### src/rtl/ldpc_ber_sweep_ctrl.sv
// ldpc_ber_sweep_ctrl: data-domain sequencer stepping the LDPC BER datapath through an SNR sweep
module ldpc_ber_sweep_ctrl #(
    parameter int RESET_CYCLES = 4,
    parameter int DRAIN_CYCLES = 64,
    parameter int POINT_WIDTH  = 8
) (
    input  logic                   data_clk,
    input  logic                   data_resetn,
    input  logic                   cfg_start,
    input  logic                   cfg_abort,
    input  logic [15:0]            cfg_factor_init,
    input  logic [15:0]            cfg_factor_step,
    input  logic [7:0]             cfg_offset,
    input  logic [POINT_WIDTH-1:0] cfg_num_points,
    input  logic [63:0]            cfg_max_blocks,
    input  logic [31:0]            cfg_max_errors,
    input  logic [63:0]            data_finished_blocks,
    input  logic [31:0]            data_bit_errors,
    output logic                   data_en,
    output logic                   data_sw_resetn,
    output logic [15:0]            data_factor,
    output logic [7:0]             data_offset,
    output logic                   res_valid,
    input  logic                   res_ready,
    output logic [POINT_WIDTH-1:0] res_point,
    output logic [15:0]            res_factor,
    output logic [63:0]            res_blocks,
    output logic [31:0]            res_errors,
    output logic                   busy,
    output logic                   done
);
    localparam int CNT_MAX = (RESET_CYCLES > DRAIN_CYCLES) ? RESET_CYCLES : DRAIN_CYCLES;
    localparam int CW = $clog2(CNT_MAX + 1);

    typedef enum logic [2:0] {
        S_IDLE, S_RESET, S_RUN, S_DRAIN, S_REPORT, S_DONE
    } state_t;

    state_t                 state;
    logic [CW-1:0]          cnt;
    logic [POINT_WIDTH-1:0] point_q;
    logic [POINT_WIDTH-1:0] num_q;
    logic [15:0]            step_q;
    logic [63:0]            max_blocks_q;
    logic [31:0]            max_errors_q;
    logic [63:0]            blocks_q;
    logic [31:0]            errors_q;
    logic [16:0]            factor_sum;
    logic [15:0]            factor_next;
    logic                   stop_hit;
    logic                   last_point;

    // stop decision, saturating factor step and last-point detect
    always_comb begin
        stop_hit    = (blocks_q >= max_blocks_q) || (max_errors_q != 32'd0 && errors_q >= max_errors_q);
        factor_sum  = {1'b0, data_factor} + {1'b0, step_q};
        factor_next = factor_sum[16] ? 16'hFFFF : factor_sum[15:0];
        last_point  = point_q == (num_q - POINT_WIDTH'(1));
    end

    // register datapath counters; forced to zero while the datapath is held in soft reset
    // so a stale count from the previous point can never end the next RUN early
    always_ff @(posedge data_clk) begin
        if (!data_resetn) begin
            blocks_q <= '0;
            errors_q <= '0;
        end else begin
            blocks_q <= data_sw_resetn ? data_finished_blocks : 64'd0;
            errors_q <= data_sw_resetn ? data_bit_errors : 32'd0;
        end
    end

    // sweep sequencer with registered datapath controls and result record
    always_ff @(posedge data_clk) begin
        if (!data_resetn) begin
            state          <= S_IDLE;
            cnt            <= '0;
            point_q        <= '0;
            num_q          <= '0;
            step_q         <= '0;
            max_blocks_q   <= '0;
            max_errors_q   <= '0;
            data_en        <= 1'b0;
            data_sw_resetn <= 1'b1;
            data_factor    <= '0;
            data_offset    <= '0;
            res_valid      <= 1'b0;
            res_point      <= '0;
            res_factor     <= '0;
            res_blocks     <= '0;
            res_errors     <= '0;
            busy           <= 1'b0;
            done           <= 1'b0;
        end else if (cfg_abort && state != S_IDLE) begin
            state          <= S_IDLE;
            data_en        <= 1'b0;
            data_sw_resetn <= 1'b1;
            res_valid      <= 1'b0;
            busy           <= 1'b0;
            done           <= 1'b0;
        end else begin
            case (state)
                S_IDLE, S_DONE: begin
                    if (cfg_start) begin
                        point_q      <= '0;
                        num_q        <= cfg_num_points;
                        step_q       <= cfg_factor_step;
                        max_blocks_q <= (cfg_max_blocks == 64'd0) ? 64'd1 : cfg_max_blocks;
                        max_errors_q <= cfg_max_errors;
                        data_factor  <= cfg_factor_init;
                        data_offset  <= cfg_offset;
                        if (cfg_num_points == '0) begin
                            state <= S_DONE;
                            busy  <= 1'b0;
                            done  <= 1'b1;
                        end else begin
                            state          <= S_RESET;
                            cnt            <= CW'(RESET_CYCLES - 1);
                            data_sw_resetn <= 1'b0;
                            busy           <= 1'b1;
                            done           <= 1'b0;
                        end
                    end
                end
                S_RESET: begin
                    if (cnt == '0) begin
                        state          <= S_RUN;
                        data_sw_resetn <= 1'b1;
                        data_en        <= 1'b1;
                    end else begin
                        cnt <= cnt - CW'(1);
                    end
                end
                S_RUN: begin
                    if (stop_hit) begin
                        state   <= S_DRAIN;
                        data_en <= 1'b0;
                        cnt     <= CW'(DRAIN_CYCLES - 1);
                    end
                end
                S_DRAIN: begin
                    if (cnt == '0) begin
                        state      <= S_REPORT;
                        res_valid  <= 1'b1;
                        res_point  <= point_q;
                        res_factor <= data_factor;
                        res_blocks <= blocks_q;
                        res_errors <= errors_q;
                    end else begin
                        cnt <= cnt - CW'(1);
                    end
                end
                S_REPORT: begin
                    if (res_ready) begin
                        res_valid <= 1'b0;
                        if (last_point) begin
                            state <= S_DONE;
                            busy  <= 1'b0;
                            done  <= 1'b1;
                        end else begin
                            state          <= S_RESET;
                            point_q        <= point_q + POINT_WIDTH'(1);
                            data_factor    <= factor_next;
                            cnt            <= CW'(RESET_CYCLES - 1);
                            data_sw_resetn <= 1'b0;
                        end
                    end
                end
                default: state <= S_IDLE;
            endcase
        end
    end
endmodule

### config.mk
export PLATFORM = sky130hd
export DESIGN_NAME = ldpc_ber_sweep_ctrl
export DESIGN_NICKNAME = d
export VERILOG_FILES = /design/src/rtl/ldpc_ber_sweep_ctrl.sv
export SDC_FILE = /design/constraint.sdc
export NUM_CORES = 1
export LEC_CHECK = 0
export BUFFER_PORTS_ARGS = -buffer_cell sky130_fd_sc_hd__buf_2
export CAP_MARGIN = 20
export CELL_PAD_IN_SITES_DETAIL_PLACEMENT = 0
export CELL_PAD_IN_SITES_GLOBAL_PLACEMENT = 2
export CORE_MARGIN = 2
export CORE_UTILIZATION = 34
export CTS_CLUSTER_SIZE = 12
export DETAILED_ROUTE_END_ITERATION = 6
export PLACE_DENSITY = 0.86
export REMOVE_ABC_BUFFERS = 1
export SLEW_MARGIN = 20
export SYNTH_ARGS = -nofsm -noshare
export SYNTH_HDL_FRONTEND = slang
export SYNTH_SLANG_ARGS = --single-unit
### constraint.sdc
create_clock -name data_clk -period 7.6 [get_ports data_clk]
set_clock_uncertainty 0.15 [all_clocks]
set_input_delay 1.52 -clock data_clk [delete_from_list [all_inputs] [get_ports data_clk]]
set_output_delay 1.52 -clock data_clk [all_outputs]
set_load 0.005 [all_outputs]
### Word-level counts from Yosys, hierarchy flattened

Index checks and enable logic that the tools add are counted.
Widths: inputs -> output; s select.

| operators by class | value |
|---|---|
| add/sub/neg operators | 4 |
| $lt $le $gt $ge | 2 |
| eq/ne operators | 15 |
| muxes and demuxes | 45 |
| bitwise operators | 2 |
| reduce and logical (&&, ||, !) cells | 27 |

Operators with widths:

| operator | number |
|---|---|
| $ge 64x64->1 | 1 |
| $logic_not 64->1 | 1 |
| $mux 16 | 4 |
| $mux 64 | 1 |
| $mux 7 | 6 |
| $ge 32x32->1 | 1 |
| $pmux 16 s2 | 1 |
| $reduce_bool 32->1 | 1 |
| $pmux 7 s4 | 1 |
| $mux 8 | 3 |
| $mux 3 | 7 |
| $ne 2x2->1 const B | 9 |
| $add 16x16->17 | 1 |
| $pmux 8 s2 | 1 |
| $mux 1 | 15 |
| $pmux 3 s5 | 1 |
| $reduce_and 3->1 | 4 |
| $reduce_and 5->1 | 2 |
| $add 8x1->8 const B | 1 |
| $eq 8x8->1 | 1 |
| $logic_not 8->1 | 1 |
| $pmux 1 s2 | 4 |
| $reduce_and 8->1 | 1 |
| $sub 8x1->8 const B | 1 |
| other kinds (17) | 26 |

| word-level totals | value |
|---|---|
| register bits after elaboration | 383 |
| input port bits | 245 |
| output and inout port bits | 149 |
| logic and storage cells | 115 |

### Logic depth before layout (Yosys ltp)

| logic depth | value |
|---|---|
| word-level depth | 5 |
| gate-level depth with buffers | 11 |
| gate-level depth less buffers | 10 |

### Worst setup path before layout

Ideal clock, no wire load.

| timing | value |
|---|---|
| path type | input -> register |
| start point | input cfg_start |
| end point | register max_errors_q[12] |
| library setup time | 0.071 ns |
| arrival | 2.854 ns |
| required time | 7.379 ns |
| path slack | 4.524 ns |
| stages | 9 |
| path buffers | 2 |
| cell sequence | mux2i_1 -> nor2_1 -> a22oi_1 -> inv_1 -> nand3_4 -> buf_12 -> buf_12 -> nand2_2 -> a21oi_2 |

| between the ends | value |
|---|---|
| word-level cells in the longest chain between the ends | 1 |

Ends and longest elaborated chain:

| what | RTL line | source |
|---|---|---|
| from (decl) | 9 | `input logic cfg_start,` |
| $reduce_and 3->1 (no source line) | n/a |  |
| to (signal assigned) | 109 | `max_errors_q <= cfg_max_errors;` |
| to (decl) | 45 | `logic [31:0] max_errors_q;` |

Every way passes these cells.
A chain may end at the register's enable or synchronous reset.

### Final worst setup path

| timing | value |
|---|---|
| start point | register state[2] |
| end point | register max_errors_q[4] |

| between the ends | value |
|---|---|
| word-level cells in the longest chain between the ends | 4 |
| elaborated cells between the ends (all ways) | 7 |
| classes of those cells | eq/ne: 1; bitwise: 1; reduce/logical: 5 |

Ends and longest elaborated chain:

| what | RTL line | source |
|---|---|---|
| from (decl) | 39 | `state_t state;` |
| from (signal assigned) | 76 | `state <= S_IDLE;` |
| from (signal assigned) | 95 | `state <= S_IDLE;` |
| from (signal assigned) | 113 | `state <= S_DONE;` |
| branches (longest 3 deep; another with $eq 3x3->1) | n/a |  |
| $reduce_and 3->1 (no source line) (*) | n/a |  |

Every way passes the cells marked *.

==> metrics.cfg <==
[run_status]
status = completed

[cts]
postCtsSetupBuffers = 0
cts_hold_buf = 0
ctsHtreeMaxLevel = 2
clockBufferDepth = 3
post_cts_resized = 0
numClockSinks = 383
cts_tree = built
cts.clk_slew.worst_paths_ns = 0.06
cts-root-buf = clkbuf_16
cts_buffers = 45
insertion_delay_ns = 0.57

[setup_path]
worstPathArrival_ns = 4.64
crit_family = simple AND/OR/NAND/NOR gates
critPathMaxFanout = 71
crit_start = state[2]
cpPeakStageDelay_ns = 0.88
startpoint_type = flop
critPathKind = flop to flop
path_cells = nor3b_4 -> nand3_2 -> or4b_4 -> o41a_4 -> nand3_4 -> buf_4 -> nand2_1 -> a21oi_2
r2r_setup_slack_ns = 3.31
r2r-end = max_errors_q[4]
cp-end-kind = flop
r2r_cells = 8
r2r_start = state[2]
cp_num_buf_inv = 1
worst_path_max_delay_cell = nor3b_4
critPathRequiredTime_ns = 7.95

[cells_and_area]
nets = 2755
final_cell_mix = nand2_1 (460), buf_2 (392), dfxtp_1 (382)
multi_input_area_sq_um = 8762
final_layout_size_suffix_gt1_frac = 0.2805
regArea_sq_um = 7671
fillCellCount = 5261
layout_commonest_cell = nand2_1
syn_to_final_growth_pct = 21.74

[min_path]
hold_start = res_errors[4]
whs_path_depth = 2
hp-class = flop to flop
whs_endpoint = res_errors[4]

[floorplan]
core_sq_um = 51090
io_pins = 394
die_w_microns = 231.0
initial_core_util = 0.3430
die_y_microns = 231.0
rows = 83
die_area_sq_um = 53380

[sta]
drv_slew = 0
rsz0062_at_grt = no
setup_viol_count_final = 0
worstMarginPinSlew_ns = 1.084
finalHoldViolCount = 0
whs_ns = 0.2981
layout_min_cycle_time_ns = 4.289
period_share = 0.5643
relSlewSlack = 0.2776
setup_slack_ns = 3.311
fmax_ghz = 0.2332

[synth]
synth-main-ff-cell = dfxtp_1
synthDistinctLibCells = 80
yosysWarnings = 0
netlist_area_sq_um = 17530
synth.avg_cell_area_sq_um = 8.525
ys_async_sr_fraction = 0
ys_seq_area_frac = 0.4375
synth_edf_count = 0
syn_inst = 2056
synth_seq_cells = 383

[global_routing]
gr-usage-all-layers = 0.2073
grt_pass1_vias = 15470
grt_pass1_wl_microns = 86850
overflow = 0
grt_max_degree = 86
antenna_found_initial = 12

[drt]
antenna_left = 0
via_per_inst = 4.964
route.detailed.drc = 0
post_drt_wl_per_cell_microns = 18.09
wirelength_microns = 56290
drt_iter0_markers = 774
vias = 15440
first_pass_iters = 7

[placement]
hpwl_microns = 40470
numPortBuffers = 393
dp_slack_ns = 3.291
gp_congestion = 0.8232

[run]
cap_violations = 0

[power_and_ir_drop]
power_mw = 6.383
peakVddDrop_uv = 157.4
power_density_nw_per_um2 = 299.1
power_leakage_nw = 9.059

[flip-flops by register name, indices dropped and copies added (netlist names), 3 cells and up]
signal / flops
blocks_q: 64
cnt: 7
data_factor: 16
data_offset: 8
errors_q: 32
max_blocks_q: 64
max_errors_q: 32
num_q: 8
point_q: 8
res_blocks: 64
res_errors: 32
res_factor: 16
res_point: 8
state: 3
step_q: 16
[synth_stat cells (4+ instances only)]
cell type  instances  share of area
a21o_1            13         0.0056
xnor2_1           13         0.0065
or4_1              4         0.0017
o211ai_1           8         0.0034
buf_2             15         0.0043
a211oi_1          12         0.0051
nor4_1            37          0.013
a221oi_1           9         0.0045
ha_1             116          0.083
nand2b_1           6         0.0021
nand3_1           24         0.0069
a21oi_2           94          0.047
a21oi_1          210          0.060
nor3_1            21         0.0060
o21ai_0           40          0.011
o21a_1             8         0.0034
clkbuf_1          85          0.018
or3_1              6         0.0021
buf_12            10          0.011
nand2_1          460          0.099
nand2_2           90          0.032
buf_6              4         0.0026
and3_1           102          0.036
inv_1            116          0.025
nand4_1           21         0.0075
nor2b_1            9         0.0032
a31oi_1            8         0.0029
mux2i_1            6         0.0034
nor2_1            34         0.0073
o221ai_1           6         0.0030
xor2_1            12         0.0060
dfxtp_1          383           0.44
[power breakdown]
| part | switching (mW) | internal [mW] | total (mW) | leakage [nW] |
|---|---|---|---|---|
| sequential | 0.251 | 2.27 | 2.52 | 3.13 |
| combinational | 1.01 | 0.645 | 1.65 | 5.20 |
| clock | 0.859 | 1.35 | 2.21 | 0.730 |
[worst min-delay path, delay by kind of cell, from the launching register on]
kind             cells  cell delay (ns)
AO/OA/AOI/OAI        1             0.05
flip-flops           1             0.30
AND/OR/NAND/NOR      1             0.05
[worst max path at each step]
| stage | depth (start not counted) | end | slack (ns) |
|---|---|---|---|
| after floorplan | 6 | max_blocks_q[10] | -1.31 |
| after global placement | 8 | max_errors_q[4] | 3.32 |
| after detailed placement | 8 | max_errors_q[4] | 3.29 |
| after CTS | 8 | step_q[14] | 3.28 |
| after global routing | 8 | step_q[12] | 3.01 |
| final | 8 | max_errors_q[4] | 3.31 |
[cell families (layout without fill, tap and decap cells)]
| logic type | count (synthesis) | count (layout) | share of synthesized area |
|---|---|---|---|
| buffers and inverters | 235 | 603 | 0.06346 |
| AOI/OAI and AO/OA | 453 | 453 | 0.1698 |
| DFF | 383 | 383 | 0.4375 |
| muxes | 7 | 7 | 0.004069 |
| other | 0 | 7 | 0 |
| and+or+nand+nor | 836 | 836 | 0.2287 |
| adders and majority gates | 117 | 117 | 0.08395 |
| xor gates and xnor gates | 25 | 25 | 0.01249 |
[final cells by class]
| cell class | count | area share |
|---|---|---|
| clock buffer | 67 | 0.06286 |
| multi-input combinational | 1438 | 0.4106 |
| timing repair buffer | 408 | 0.09757 |
| clock inverter | 11 | 0.007799 |
| tap | 680 | 0.03987 |
| antenna | 7 | 0.0008209 |
| inverter | 117 | 0.02093 |
| sequential | 383 | 0.3595 |
[per-layer routing]
layer	vias up	track usage	part of all wire
met2	374	0.3472	0.46
met4	14	0.05181	0.022
met1	7275	0.2676	0.46
met5	-	0	0.0013
met3	90	0.04970	0.058
li1	7689	-	-
[per-stage QoR]
stage / util / std cells / setup TNS [ns] / area (sq um)
global placement: 0.3878 / 3026 / 0 / 19810
CTS: 0.4173 / 3104 / 0 / 21320
finish: 0.4176 / 3111 / 0 / 21340
detailed placement: 0.3878 / 3026 / 0 / 19810
global route: 0.4174 / 3107 / 0 / 21330
floorplan: - / 1938 / -224.80 / 16850
Power figures use the tool's default switching activity.
